### config.mk
export PLATFORM = sky130hd
export DESIGN_NAME = jpeg_vote_pipe_flat
export DESIGN_NICKNAME = d
export VERILOG_FILES = /design/src/rtl/jpeg_vote_pipe_if.sv /design/src/rtl/jpeg_vote_pipe.sv /design/src/flat_wrapper.sv
export SDC_FILE = /design/constraint.sdc
export NUM_CORES = 1
export LEC_CHECK = 0
export BUFFER_PORTS_ARGS = -buffer_cell sky130_fd_sc_hd__buf_2
export CORE_MARGIN = 5
export CORE_UTILIZATION = 46
export DETAILED_ROUTE_END_ITERATION = 6
export PLACE_DENSITY = 0.7
export SLEW_MARGIN = 20
export SYNTH_ARGS = -nofsm -noshare
export SYNTH_HDL_FRONTEND = slang
export SYNTH_SLANG_ARGS = --single-unit
### constraint.sdc
create_clock -name clk -period 6.2 [get_ports clk]
set_input_delay 1.86 -clock clk [delete_from_list [all_inputs] [get_ports clk]]
set_output_delay 1.86 -clock clk [all_outputs]
set_load 0.02 [all_outputs]
### src/rtl/jpeg_vote_pipe_if.sv
// Valid/ready bundle for jpeg_vote_pipe: vector input side and {bit, pop} result side.
interface jpeg_vote_pipe_if #(
   parameter int NUM_IN = 11,
   parameter int POP_W  = $clog2(NUM_IN + 1)
);
   logic              in_valid;
   logic              in_ready;
   logic [NUM_IN-1:0] in_data;
   logic [1:0]        in_mode;
   logic              out_valid;
   logic              out_ready;
   logic              out_bit;
   logic [POP_W-1:0]  out_pop;

   modport master (
      output in_valid, in_data, in_mode, out_ready,
      input  in_ready, out_valid, out_bit, out_pop
   );

   modport slave (
      input  in_valid, in_data, in_mode, out_ready,
      output in_ready, out_valid, out_bit, out_pop
   );
endinterface

### src/rtl/jpeg_vote_pipe.sv
// Pipelined NUM_IN-input vote/reduction with backpressure and a hit counter.
// Optional JPEG_VOTE_SAT_CNT_EN: saturating hit_count plus sticky sat_flag.
module jpeg_vote_pipe #(
   parameter int NUM_IN     = 11,
   parameter int THRESH     = (NUM_IN + 1) / 2,
   parameter int PIPE_DEPTH = 2,
   parameter int CNT_W      = 16
) (
   input  logic               clk,
   input  logic               rst,
   jpeg_vote_pipe_if.slave    bus,
   input  logic               clr_cnt,
   output logic [CNT_W-1:0]   hit_count
`ifdef JPEG_VOTE_SAT_CNT_EN
   ,
   output logic               sat_flag
`endif
);
   localparam int                POP_W    = $clog2(NUM_IN + 1);
   localparam logic [POP_W-1:0]  THRESH_P = POP_W'(THRESH);
   localparam logic [CNT_W-1:0]  CNT_MAX  = '1;

   typedef enum logic [1:0] {
      MODE_MAJ = 2'b00,
      MODE_PAR = 2'b01,
      MODE_ANY = 2'b10,
      MODE_ALL = 2'b11
   } mode_e;

   logic [PIPE_DEPTH:1] vld;
   logic [PIPE_DEPTH:1] can_load;
   logic                dec_q [1:PIPE_DEPTH];
   logic [POP_W-1:0]    pop_q [1:PIPE_DEPTH];

   logic                dec_s0;
   logic [POP_W-1:0]    pop_s0;
   logic                hit;

   always_comb begin
      pop_s0 = '0;
      for (int i = 0; i < NUM_IN; i++) begin
         pop_s0 = pop_s0 + POP_W'(bus.in_data[i]);
      end
      dec_s0 = 1'b0;
      case (mode_e'(bus.in_mode))
         MODE_MAJ: dec_s0 = (pop_s0 >= THRESH_P);
         MODE_PAR: dec_s0 = ^bus.in_data;
         MODE_ANY: dec_s0 = |bus.in_data;
         MODE_ALL: dec_s0 = &bus.in_data;
         default:  dec_s0 = 1'b0;
      endcase
   end

   // A stage may load when empty or when its contents move on this cycle;
   // this ripples back from out_ready so a full pipe still streams.
   always_comb begin
      can_load             = '0;
      can_load[PIPE_DEPTH] = !vld[PIPE_DEPTH] || bus.out_ready;
      for (int k = PIPE_DEPTH - 1; k >= 1; k--) begin
         can_load[k] = !vld[k] || can_load[k+1];
      end
   end

   always_ff @(posedge clk) begin
      if (rst) begin
         vld <= '0;
         for (int k = 1; k <= PIPE_DEPTH; k++) begin
            dec_q[k] <= 1'b0;
            pop_q[k] <= '0;
         end
      end else begin
         if (can_load[1]) begin
            vld[1] <= bus.in_valid;
            if (bus.in_valid) begin
               dec_q[1] <= dec_s0;
               pop_q[1] <= pop_s0;
            end
         end
         for (int k = 2; k <= PIPE_DEPTH; k++) begin
            if (can_load[k]) begin
               vld[k] <= vld[k-1];
               if (vld[k-1]) begin
                  dec_q[k] <= dec_q[k-1];
                  pop_q[k] <= pop_q[k-1];
               end
            end
         end
      end
   end

   assign bus.in_ready  = can_load[1];
   assign bus.out_valid = vld[PIPE_DEPTH];
   assign bus.out_bit   = dec_q[PIPE_DEPTH];
   assign bus.out_pop   = pop_q[PIPE_DEPTH];

   assign hit = vld[PIPE_DEPTH] && bus.out_ready && dec_q[PIPE_DEPTH];

   always_ff @(posedge clk) begin
      if (rst || clr_cnt) begin
         hit_count <= '0;
      end else if (hit) begin
`ifdef JPEG_VOTE_SAT_CNT_EN
         if (hit_count != CNT_MAX) begin
            hit_count <= hit_count + 1'b1;
         end
`else
         hit_count <= hit_count + 1'b1;
`endif
      end
   end

`ifdef JPEG_VOTE_SAT_CNT_EN
   // Raised on the same edge that the counter reaches all-ones.
   always_ff @(posedge clk) begin
      if (rst || clr_cnt) begin
         sat_flag <= 1'b0;
      end else if (hit && (hit_count == CNT_MAX - 1'b1)) begin
         sat_flag <= 1'b1;
      end
   end
`endif

endmodule

### src/flat_wrapper.sv
// flat-port wrapper written by rule: the top's interface ports become plain ports
module jpeg_vote_pipe_flat 
#(
   parameter int NUM_IN     = 11,
   parameter int THRESH     = (NUM_IN + 1) / 2,
   parameter int PIPE_DEPTH = 2,
   parameter int CNT_W      = 16
)
  (clk, rst, clr_cnt, hit_count, bus_in_valid, bus_in_data, bus_in_mode, bus_out_ready, bus_in_ready, bus_out_valid, bus_out_bit, bus_out_pop);
  jpeg_vote_pipe_if #(.NUM_IN(NUM_IN)) bus_i ();
  input  logic clk;
  input  logic rst;
  input  logic clr_cnt;
  output logic [CNT_W-1:0] hit_count;
  input wire logic [$bits(bus_i.in_valid)-1:0] bus_in_valid;
  input wire logic [$bits(bus_i.in_data)-1:0] bus_in_data;
  input wire logic [$bits(bus_i.in_mode)-1:0] bus_in_mode;
  input wire logic [$bits(bus_i.out_ready)-1:0] bus_out_ready;
  output wire logic [$bits(bus_i.in_ready)-1:0] bus_in_ready;
  output wire logic [$bits(bus_i.out_valid)-1:0] bus_out_valid;
  output wire logic [$bits(bus_i.out_bit)-1:0] bus_out_bit;
  output wire logic [$bits(bus_i.out_pop)-1:0] bus_out_pop;
  assign bus_i.in_valid = bus_in_valid;
  assign bus_i.in_data = bus_in_data;
  assign bus_i.in_mode = bus_in_mode;
  assign bus_i.out_ready = bus_out_ready;
  assign bus_in_ready = bus_i.in_ready;
  assign bus_out_valid = bus_i.out_valid;
  assign bus_out_bit = bus_i.out_bit;
  assign bus_out_pop = bus_i.out_pop;
  jpeg_vote_pipe #(.NUM_IN(NUM_IN), .THRESH(THRESH), .PIPE_DEPTH(PIPE_DEPTH), .CNT_W(CNT_W)) u_core (.clk(clk), .rst(rst), .bus(bus_i), .clr_cnt(clr_cnt), .hit_count(hit_count));
endmodule
==> summary.md, run 1 <==
| Metric | Value |
|---|---|
| Synth Net Count | `~210` |
| YS warnings | `0` |
| Grt total ovfl | `0` |
| Commonest non-fill, non-tap cell in the layout | `buf_2` |
| Commonest non-fill, non-tap cells in the layout | `buf_2 (40), inv_1 (24), nor2_1 (18), dfxtp_1 (18), ha_1 (15)` |
| Min Tclk post-route | `around 5 ns` |
| Fin crit share | `78.3%` |
| Worst hold slack | `0.482 ns` |
| Final Max Slew Viols | `0` |
| Number of global-route vias before repair | `roughly 1400` |
| DRT antenna net count | `0` |
| Hold crit path type | `reg -> reg` |
| Hold Crit Depth | `2` |
| DP HPWL | `~2500 um` |
| DRT Wirelength | `3040 um` |
| Peak Freq | `~210 MHz` |
| R2R Path Start | `u_core.vld[2]` |
| Final setup TNS | `0 ns` |
| PD cells | `roughly 220 nW/um^2` |
| Hold Path End | `u_core.vld[2]` |
| CTS tree | `yes` |
| I/O Buffers | `40` |
| Fin Clk Skew | `a little over 0.009 ns` |
| Worst Tran Pin Value | `0.417 ns` |
| Num CTS Buffers | `3` |
| R2R Path End | `u_core.hit_count[15]` |
| Max IR drop VDD | `125 uV` |
| Largest net degree at the start of global routing | `18` |
| Max Cap Viol | `0` |
| IO Pins | `41` |
| Syn Area/Cell | `between 9 and 10 um^2` |
| Die H | `between 70 and 80 um` |
| CTS Buffer Depth | `2` |
| Fin util | `a little under three fifths` |
| Mapped Cells | `roughly 170` |
| CP required | `between 6 and 7 ns` |
| Critical path start-end classification | `in -> reg` |
| Post-layout nets | `roughly 260` |
| Overall Global Routing Usage | `a little over an eighth` |
| DIE WIDTH | `~70 um` |
| Routability cong. | `about 0.82` |
| #FFs+latches synth | `28` |
| Run status | `finished, final reports clean` |
| Share of cells above drive strength 1 | `~22%` |
| Root Driver | `clkbuf_8` |
| R2R Setup Slk | `roughly 4.3 ns` |
| Vias/cell | `a little under 5` |
| Slew headroom | `72.0%` |
| Clk slew on worst S/H paths | `0.10 ns` |
| Seq/Total Area, Yosys | `~39%` |
| Final setup viols | `0` |
| Post-CTS Resized | `0` |
| Footprint of the multi-input gates | `just over 900 um^2` |
| Startpoint Class | `input port` |
| Row count | `22` |
| Core area | `between 3000 and 4000 um^2` |
| First-pass GRT wire length | `between 5000 and 6000 um` |
| Fin. Hold Viols | `0` |
| RSZ-0062 raised after global routing | `no` |
| Initial antenna violation count | `0` |
| Postcts setup bufs | `0` |
| CP peak stage delay | `0.53 ns` |
| CP endpoint kind | `register` |
| Crit-path cells | `buf_2, inv_1, ha_1, inv_1, fa_1, fa_1, fa_1, inv_1, ha_1, inv_1, fa_1, xor2_1, o211ai_1, and4b_1` |
| Drt drc | `0` |
| Critical hold path startpoint | `u_core.vld[1]` |
| Drt pass-1 iters | `4` |
| # hold bufs at CTS | `0` |
| Synth unique cells | `30` |
| Area growth syn-to-layout | `19.1%` |
| Worst path slowest cell | `fa_1` |
| Inserted Diodes | `0` |
| Later-pin clock latency in the skew report | `approximately 0.28 ns` |
| Via count | `roughly 1300` |
| H-tree depth | `1` |
| Synthesized area | `1670 um^2` |
| Leak pwr | `a little over 0.9 nW` |
| Die area | `around 4900 um^2` |
| Starting density of the core | `46.4%` |
| Sequential Area | `approximately 660 um^2` |
| Initial DRC Count | `73` |
| Fillers | `between 300 and 400` |
| Worst-path maximum fanout | `2` |
| R2r worst-path depth | `4` |
| Wire length per cell | `~12 um` |
| Crit path DAT | `4.89 ns` |
| Clock Sink Count | `28` |
[worst max path at each step]
stage	from	endpoint	slack [ns]	cells after the start
after floorplan	bus_in_data[0]	u_core.dec_q[1]	1.29	13
after global placement	bus_in_data[0]	u_core.dec_q[1]	1.09	14
after detailed placement	bus_in_data[0]	u_core.dec_q[1]	1.03	14
after CTS	bus_in_data[0]	u_core.dec_q[1]	1.33	14
after global routing	bus_in_data[1]	u_core.dec_q[1]	1.18	14
final	bus_in_data[0]	u_core.dec_q[1]	1.34	14
[layer usage]
layer	GRT usage, %	vias to the layer above	share of wire (%)
met3	3.45	4	5.6
met1	16.3	593	44
li1	-	673	-
met4	1.91	0	0.62
met5	0	-	0
met2	25.2	29	49
[flip-flops by register name, summed over array words and instances, names as in the netlist]
signal / cells
u_core.hit_count: 16
u_core.pop_q: 8
u_core.dec_q: 2
u_core.vld: 2
[cell usage after synthesis, drive strengths merged]
master / number / area, um^2
nand4: 9 / 62.6
nand3: 3 / 15.0
nand2: 8 / 30.0
ha: 15 / 188
and2: 5 / 31.3
a21o: 2 / 15.0
o221ai: 1 / 8.76
o21ai: 6 / 30.0
clkbuf: 2 / 7.51
o211ai: 1 / 7.51
or2: 2 / 12.5
nor2: 18 / 67.6
or3: 5 / 31.3
xor2: 4 / 35.0
and4b: 1 / 10.0
mux2i: 1 / 10.0
nor4: 5 / 31.3
dfxtp: 18 / 360
or4: 1 / 11.3
xnor2: 9 / 78.8
inv: 24 / 90.1
nor3: 3 / 15.0
edfxtp: 10 / 300
xnor3: 1 / 22.5
nand3b: 2 / 15.0
a21oi: 8 / 40.0
nand2b: 2 / 12.5
fa: 6 / 120
nor3b: 2 / 15.0
[stage by stage]
| stage | instance area, um^2 | cells | setup WS, ns | total power [mW] |
|---|---|---|---|---|
| after floorplan | 1670 | 174 | 1.29 | 0.282 |
| after detailed placement | 1930 | 260 | 1.03 | 0.309 |
| after CTS | 1990 | 264 | 1.33 | 0.436 |
| final | 1990 | 264 | 1.34 | 0.432 |
| after global placement | 1930 | 260 | 1.09 | 0.307 |
| after global routing | 1990 | 264 | 1.18 | 0.461 |
[layout make-up]
cell class                      count  share of cell area, %
Timing Repair Buffer               40                   10.0
Multi-Input combinational cell    120                   46.0
Sequential cell                    28                   33.1
Clock buffer                        4                   3.33
Inverter                           24                   4.52
Tap cell                           48                   3.01
[critical path: cells and delay by family]
| kind | cells | cell delay, ns |
|---|---|---|
| XOR/XNOR | 1 | 0.19 |
| AND/OR/NAND/NOR | 1 | 0.21 |
| buffers and inverters | 5 | 0.33 |
| adder cells (fa/ha/maj) | 6 | 2.21 |
| AO/OA/AOI/OAI | 1 | 0.10 |
[power breakdown]
part,leakage (nW),switching (mW),internal [mW]
clock network,0.0339,0.0573,0.0703
registers,0.254,0.00282,0.201
logic,0.628,0.0545,0.0467
total,0.915,0.115,0.317
[logic make-up after synthesis]
kind of cell             share of synthesized area (%)
AO/OA/AOI/OAI                                     6.05
adder cells (fa/ha/maj)                           18.4
XOR/XNOR                                          8.15
AND/OR/NAND/NOR                                   21.5
flip-flops                                        39.5
buffers and inverters                             5.83
multiplexers                                     0.598
(Power assumes the default switching activity.)
==> run 2: changes to the inputs <==
Clock period 6.2 ns to 4.7 ns, I/O delays scaled along.
==> run 2 against run 1 <==
Total power increased by 31%. Highest routed layer unchanged. Clock power increased by 30%. Worst hold slack improved by 0.012 ns. Largest cell class unchanged. Die area unchanged. Critical path type unchanged. Final cell count unchanged. Worst setup slack got worse by 1.0 ns. Non-clock buffer count unchanged.
==> summary.md, run 2 (same netlist as run 1, synthesis figures left out) <==
| Metric | Value |
|---|---|
| I/O Buffers | `40 (unchanged)` |
| Max Cap Viol | `0 (unchanged)` |
| Share of cells above drive strength 1 | `22.2% (unchanged)` |
| Setup WS post-layout | `0.297 ns (-1.05 ns)` |
| Crit path DAT | `4.43 ns (-0.46 ns)` |
| Fillers | `361 (+6.8%)` |
| Footprint of the multi-input gates | `916 um^2 (unchanged)` |
| Via count | `1319 (+1.5%)` |
| Worst hold slack | `0.494 ns (+0.0122 ns)` |
| Post-layout nets | `256 (unchanged)` |
| Row count | `22 (unchanged)` |
| Slew headroom | `71.7% (-0.28 points)` |
| Starting density of the core | `46.4% (unchanged)` |
| H-tree depth | `1 (unchanged)` |
| Drt drc | `0 (unchanged)` |
| Core area | `3610 um^2 (unchanged)` |
| Number of global-route vias before repair | `1339 (-1.3%)` |
| Peak Freq | `between 200 and 250 MHz` |
| Initial DRC Count | `97 (+33%)` |
| Fin. Hold Viols | `0 (unchanged)` |
| Top Registers | `u_core.hit_count x16, u_core.pop_q x8` |
| Drt pass-1 iters | `4 (unchanged)` |
| IO Pins | `41 (unchanged)` |
| Overall Global Routing Usage | `13.7% (unchanged)` |
| Later-pin clock latency in the skew report | `0.27 ns (about the same)` |
| First-pass GRT wire length | `5650 um (-0.12%)` |
| Largest net degree at the start of global routing | `18 (unchanged)` |
| Post-CTS Resized | `0 (unchanged)` |
| Hold crit path type | `reg -> reg` |
| CTS Buffer Depth | `2 (unchanged)` |
| Die H | `70.3 um (unchanged)` |
| CTS tree | `yes` |
| RSZ-0062 raised after global routing | `no` |
| Clk slew on worst S/H paths | `0.10 ns (about the same)` |
| # hold bufs at CTS | `0 (unchanged)` |
| Worst Tran Pin Value | `0.421 ns (+0.00414 ns)` |
| Final setup viols | `0 (unchanged)` |
| Clock Sink Count | `28 (unchanged)` |
| DRT antenna net count | `0 (unchanged)` |
| Final Max Slew Viols | `0 (unchanged)` |
| Routability cong. | `0.824 (about the same)` |
| Grt total ovfl | `0 (unchanged)` |
| Leak pwr | `0.915 nW (unchanged)` |
| Root Driver | `clkbuf_8` |
| Final setup TNS | `0 ns (unchanged)` |
| Post-route cell area | `1990 um^2 (unchanged)` |
| Postcts setup bufs | `0 (unchanged)` |
| Sequential Area | `661 um^2 (unchanged)` |
| CP required | `4.73 ns (-1.50 ns)` |
| Dpl cell area | `1930 um^2 (unchanged)` |
| Startpoint Class | `input port` |
| Min Tclk post-route | `4.40 ns` |
| Worst-path maximum fanout | `2 (unchanged)` |
| Wire length per cell | `11.8 um (+1.9%)` |
| DP HPWL | `2570 um (+0.94%)` |
| Vias/cell | `5.00 (+1.5%)` |
| Max IR drop VDD | `176 uV (+41%)` |
| Num CTS Buffers | `3 (unchanged)` |
| Run status | `finished, final reports clean` |
| Critical path start-end classification | `in -> reg` |
| Inserted Diodes | `0 (unchanged)` |
| CP endpoint kind | `register` |
| DIE WIDTH | `70.3 um (unchanged)` |
| # placed instances | `260 (unchanged)` |
| Area growth syn-to-layout | `19.1% (unchanged)` |
| DRT Wirelength | `3100 um (+1.9%)` |
| Commonest non-fill, non-tap cell in the layout | `buf_2` |
| Fin Clk Skew | `0.0100 ns (+0.000795 ns)` |
| Die area | `4950 um^2 (unchanged)` |
| PD cells | `285 nW/um^2 (+31%)` |
| Commonest non-fill, non-tap cells in the layout | `buf_2 (40), inv_1 (24), nor2_1 (18), dfxtp_1 (18), ha_1 (15)` |
| Register with the most flip-flops | `u_core.hit_count` |
| Max reg flops | `16 (unchanged)` |
| Post-Layout Cell Count | `264 (unchanged)` |
| Dpl ws | `-0.0267 ns (-1.06 ns)` |
| Initial antenna violation count | `0 (unchanged)` |
| Fin crit share | `between 90% and 100%` |
[run 2: worst paths after layout]
path | from | to | slack, ns | depth (start not counted)
max | bus_in_data[0] | u_core.dec_q[1] | 0.30 | 14
min reg2reg | u_core.vld[1] | u_core.vld[2] | 0.49 | 2
min | u_core.vld[1] | u_core.vld[2] | 0.49 | 2
max reg2reg | u_core.vld[2] | u_core.hit_count[15] | 2.84 | 4
[run 2: critical path, stage by stage]
cell,delay (ns)
buf_2,0.09
inv_1,0.04
ha_1,0.32
inv_1,0.08
fa_1,0.43
fa_1,0.53
fa_1,0.40
inv_1,0.07
ha_1,0.15
inv_1,0.05
fa_1,0.37
xor2_1,0.18
o211ai_1,0.10
and4b_1,0.21
[run 2: area by class of cell]
| type | count | share of cell area (%) |
|---|---|---|
| multi-input combinational | 120 | 46.0 |
| timing repair buffer | 40 | 10.0 |
| tap | 48 | 3.01 |
| sequential | 28 | 33.1 |
| inverter | 24 | 4.52 |
| clock buffer | 4 | 3.33 |
[run 2: routing by layer]
layer | GRT usage [%] | share of wire, % | vias to the layer above
met5 | 0 | 0 | -
met4 | 1.91 | 0.87 | 0
met3 | 4.17 | 8.5 | 4
met2 | 24.2 | 49 | 45
met1 | 16.7 | 42 | 594
li1 | - | - | 676
[run 2: power by group]
part | leakage, nW | internal, mW | switching (mW)
Clock | 0.0339 | 0.0926 | 0.0746
Sequential | 0.254 | 0.265 | 0.00380
Combinational | 0.628 | 0.0612 | 0.0706
[run 2: through the flow]
step / power, mW / utilization [%]
6_report: 0.567 / 55.3
5_1_grt: 0.607 / 55.3
4_1_cts: 0.576 / 55.3
3_5_place_dp: 0.408 / 53.4
3_3_place_gp: 0.406 / 53.4
2_1_floorplan: 0.372 / -
==> run 3: changes to the inputs <==
Settings changed: PLACE_DENSITY 0.7 to 0.69.
==> run 3 against run 2 <==
Count of clock-buffer cells in the layout is the same. Worst hold slack got worse by 0.0057 ns. First-iteration DRC count decreased by 18%. Register-to-register slack hardly changed. Final cell count did not move. Highest routed layer unchanged. Clock skew is 0.0034 ns higher. Clock power about the same. Flip-flop and latch count is the same. Sequential share of layout area stayed put. Largest power group unchanged. Non-clock buffer count unchanged. Cell area unchanged.
==> summary.md, run 3 (same netlist as run 1, synthesis figures left out) <==
| Metric | Value |
|---|---|
| DIE WIDTH | `70.3 um (unchanged)` |
| Peak Freq | `227 MHz (-0.19%)` |
| Startpoint Class | `input port` |
| Vias/cell | `4.91 (-1.7%)` |
| First-pass GRT wire length | `5540 um (-2.0%)` |
| Post-CTS Resized | `0 (unchanged)` |
| Drt drc | `0 (unchanged)` |
| Die H | `70.3 um (unchanged)` |
| Initial antenna violation count | `0 (unchanged)` |
| Die area | `4950 um^2 (unchanged)` |
| Leak pwr | `0.915 nW (unchanged)` |
| Root Driver | `clkbuf_8` |
| Overall Global Routing Usage | `13.5% (-0.19 points)` |
| Row count | `22 (unchanged)` |
| Fin. Hold Viols | `0 (unchanged)` |
| Area growth syn-to-layout | `19.1% (unchanged)` |
| Clk slew on worst S/H paths | `0.10 ns (about the same)` |
| CTS tree | `yes` |
| DRT antenna net count | `0 (unchanged)` |
| Fin Clk Skew | `0.0134 ns (+0.00341 ns)` |
| CTS Buffer Depth | `2 (unchanged)` |
| Crit path DAT | `4.44 ns (about the same)` |
| Largest net degree at the start of global routing | `18 (unchanged)` |
| Worst Tran Pin Value | `0.384 ns (-0.0367 ns)` |
| Routability cong. | `0.824 (unchanged)` |
| Post-layout nets | `256 (unchanged)` |
| Final setup viols | `0 (unchanged)` |
| Max Cap Viol | `0 (unchanged)` |
| H-tree depth | `1 (unchanged)` |
| CP endpoint kind | `register` |
| Final setup TNS | `0 ns (unchanged)` |
| IO Pins | `41 (unchanged)` |
| Wire length per cell | `11.8 um (+0.55%)` |
| Clock Sink Count | `28 (unchanged)` |
| Inserted Diodes | `0 (unchanged)` |
| Fin crit share | `93.9% (+0.18 points)` |
| Max reg flops | `16 (unchanged)` |
| Postcts setup bufs | `0 (unchanged)` |
| Commonest non-fill, non-tap cells in the layout | `buf_2 (40), inv_1 (24), nor2_1 (18), dfxtp_1 (18), ha_1 (15)` |
| Hold crit path type | `reg -> reg` |
| Slew headroom | `74.3% (+2.6 points)` |
| Register with the most flip-flops | `u_core.hit_count` |
| I/O Buffers | `40 (unchanged)` |
| Run status | `finished, final reports clean` |
| Commonest non-fill, non-tap cell in the layout | `buf_2` |
| Critical path start-end classification | `in -> reg` |
| Later-pin clock latency in the skew report | `0.28 ns (about the same)` |
| Starting density of the core | `46.4% (unchanged)` |
| CP required | `4.73 ns (about the same)` |
| Num CTS Buffers | `3 (unchanged)` |
| Via count | `1296 (-1.7%)` |
| Fillers | `347 (-3.9%)` |
| Worst-path maximum fanout | `2 (unchanged)` |
| Initial DRC Count | `80 (-18%)` |
| Dpl ws | `0.0101 ns (+0.0368 ns)` |
| DP HPWL | `2560 um (-0.28%)` |
| DRT Wirelength | `3120 um (+0.55%)` |
| Drt pass-1 iters | `4 (unchanged)` |
| Share of cells above drive strength 1 | `22.2% (unchanged)` |
| Top Registers | `u_core.hit_count x16, u_core.pop_q x8` |
| Max IR drop VDD | `198 uV (+13%)` |
| Setup WS post-layout | `0.289 ns (-0.00824 ns)` |
| Final Max Slew Viols | `0 (unchanged)` |
| Min Tclk post-route | `4.41 ns (+0.00824 ns)` |
| Power Total | `0.569 mW (+0.36%)` |
| Grt total ovfl | `0 (unchanged)` |
| PD cells | `286 nW/um^2 (+0.36%)` |
| Core area | `3610 um^2 (unchanged)` |
| Number of global-route vias before repair | `1311 (-2.1%)` |
| RSZ-0062 raised after global routing | `no` |
| # hold bufs at CTS | `0 (unchanged)` |
==> run 3: final cells by class <==
type                    instances  area [um^2]  area share (%)
clock buffers                   4         66.3            3.33
repair buffers                 40          200            10.0
inverters                      24         90.1            4.52
well taps                      48         60.1            3.01
flip-flops and latches         28          661            33.1
multi-input cells             120          916            46.0
==> run 3: worst paths after layout <==
check	slack [ns]	from	end	cells after the start
setup / recovery	0.29	bus_in_data[0]	u_core.dec_q[1]	14
hold / removal	0.49	u_core.vld[1]	u_core.vld[2]	2
setup reg to reg	2.84	u_core.vld[2]	u_core.hit_count[15]	4
hold reg to reg	0.49	u_core.vld[1]	u_core.vld[2]	2
==> run 3: metrics by stage <==
stage / hold slack (ns) / utilization (%) / instances / area (um^2)
final: 0.488 / 55.3 / 264 / 1990
after global routing: 0.539 / 55.3 / 264 / 1990
after CTS: 0.495 / 55.3 / 264 / 1990
after detailed placement: 0.480 / 53.4 / 260 / 1930
after global placement: 0.469 / 53.4 / 260 / 1930
after floorplan: 0.453 / - / 174 / 1670
==> run 3: report_power, final <==
part           switching [mW]  total [mW]  leakage [nW]  internal, mW
logic                  0.0709       0.133         0.628        0.0618
registers             0.00359       0.268         0.254         0.264
clock network          0.0758       0.169        0.0339        0.0927
==> run 3: routing by layer <==
layer	up-vias	global-route usage (%)	part of all wire [%]
met5	-	0	0
met4	0	2.55	0.55
met3	2	3.88	5.6
li1	671	-	-
met1	598	15.9	44
met2	25	24.4	50
==> run 3: critical path, cell delays in order <==
cell	delay, ns
buf_2	0.09
inv_1	0.04
ha_1	0.31
inv_1	0.08
fa_1	0.43
fa_1	0.53
fa_1	0.41
inv_1	0.07
ha_1	0.16
inv_1	0.05
fa_1	0.37
xor2_1	0.18
o211ai_1	0.09
and4b_1	0.21
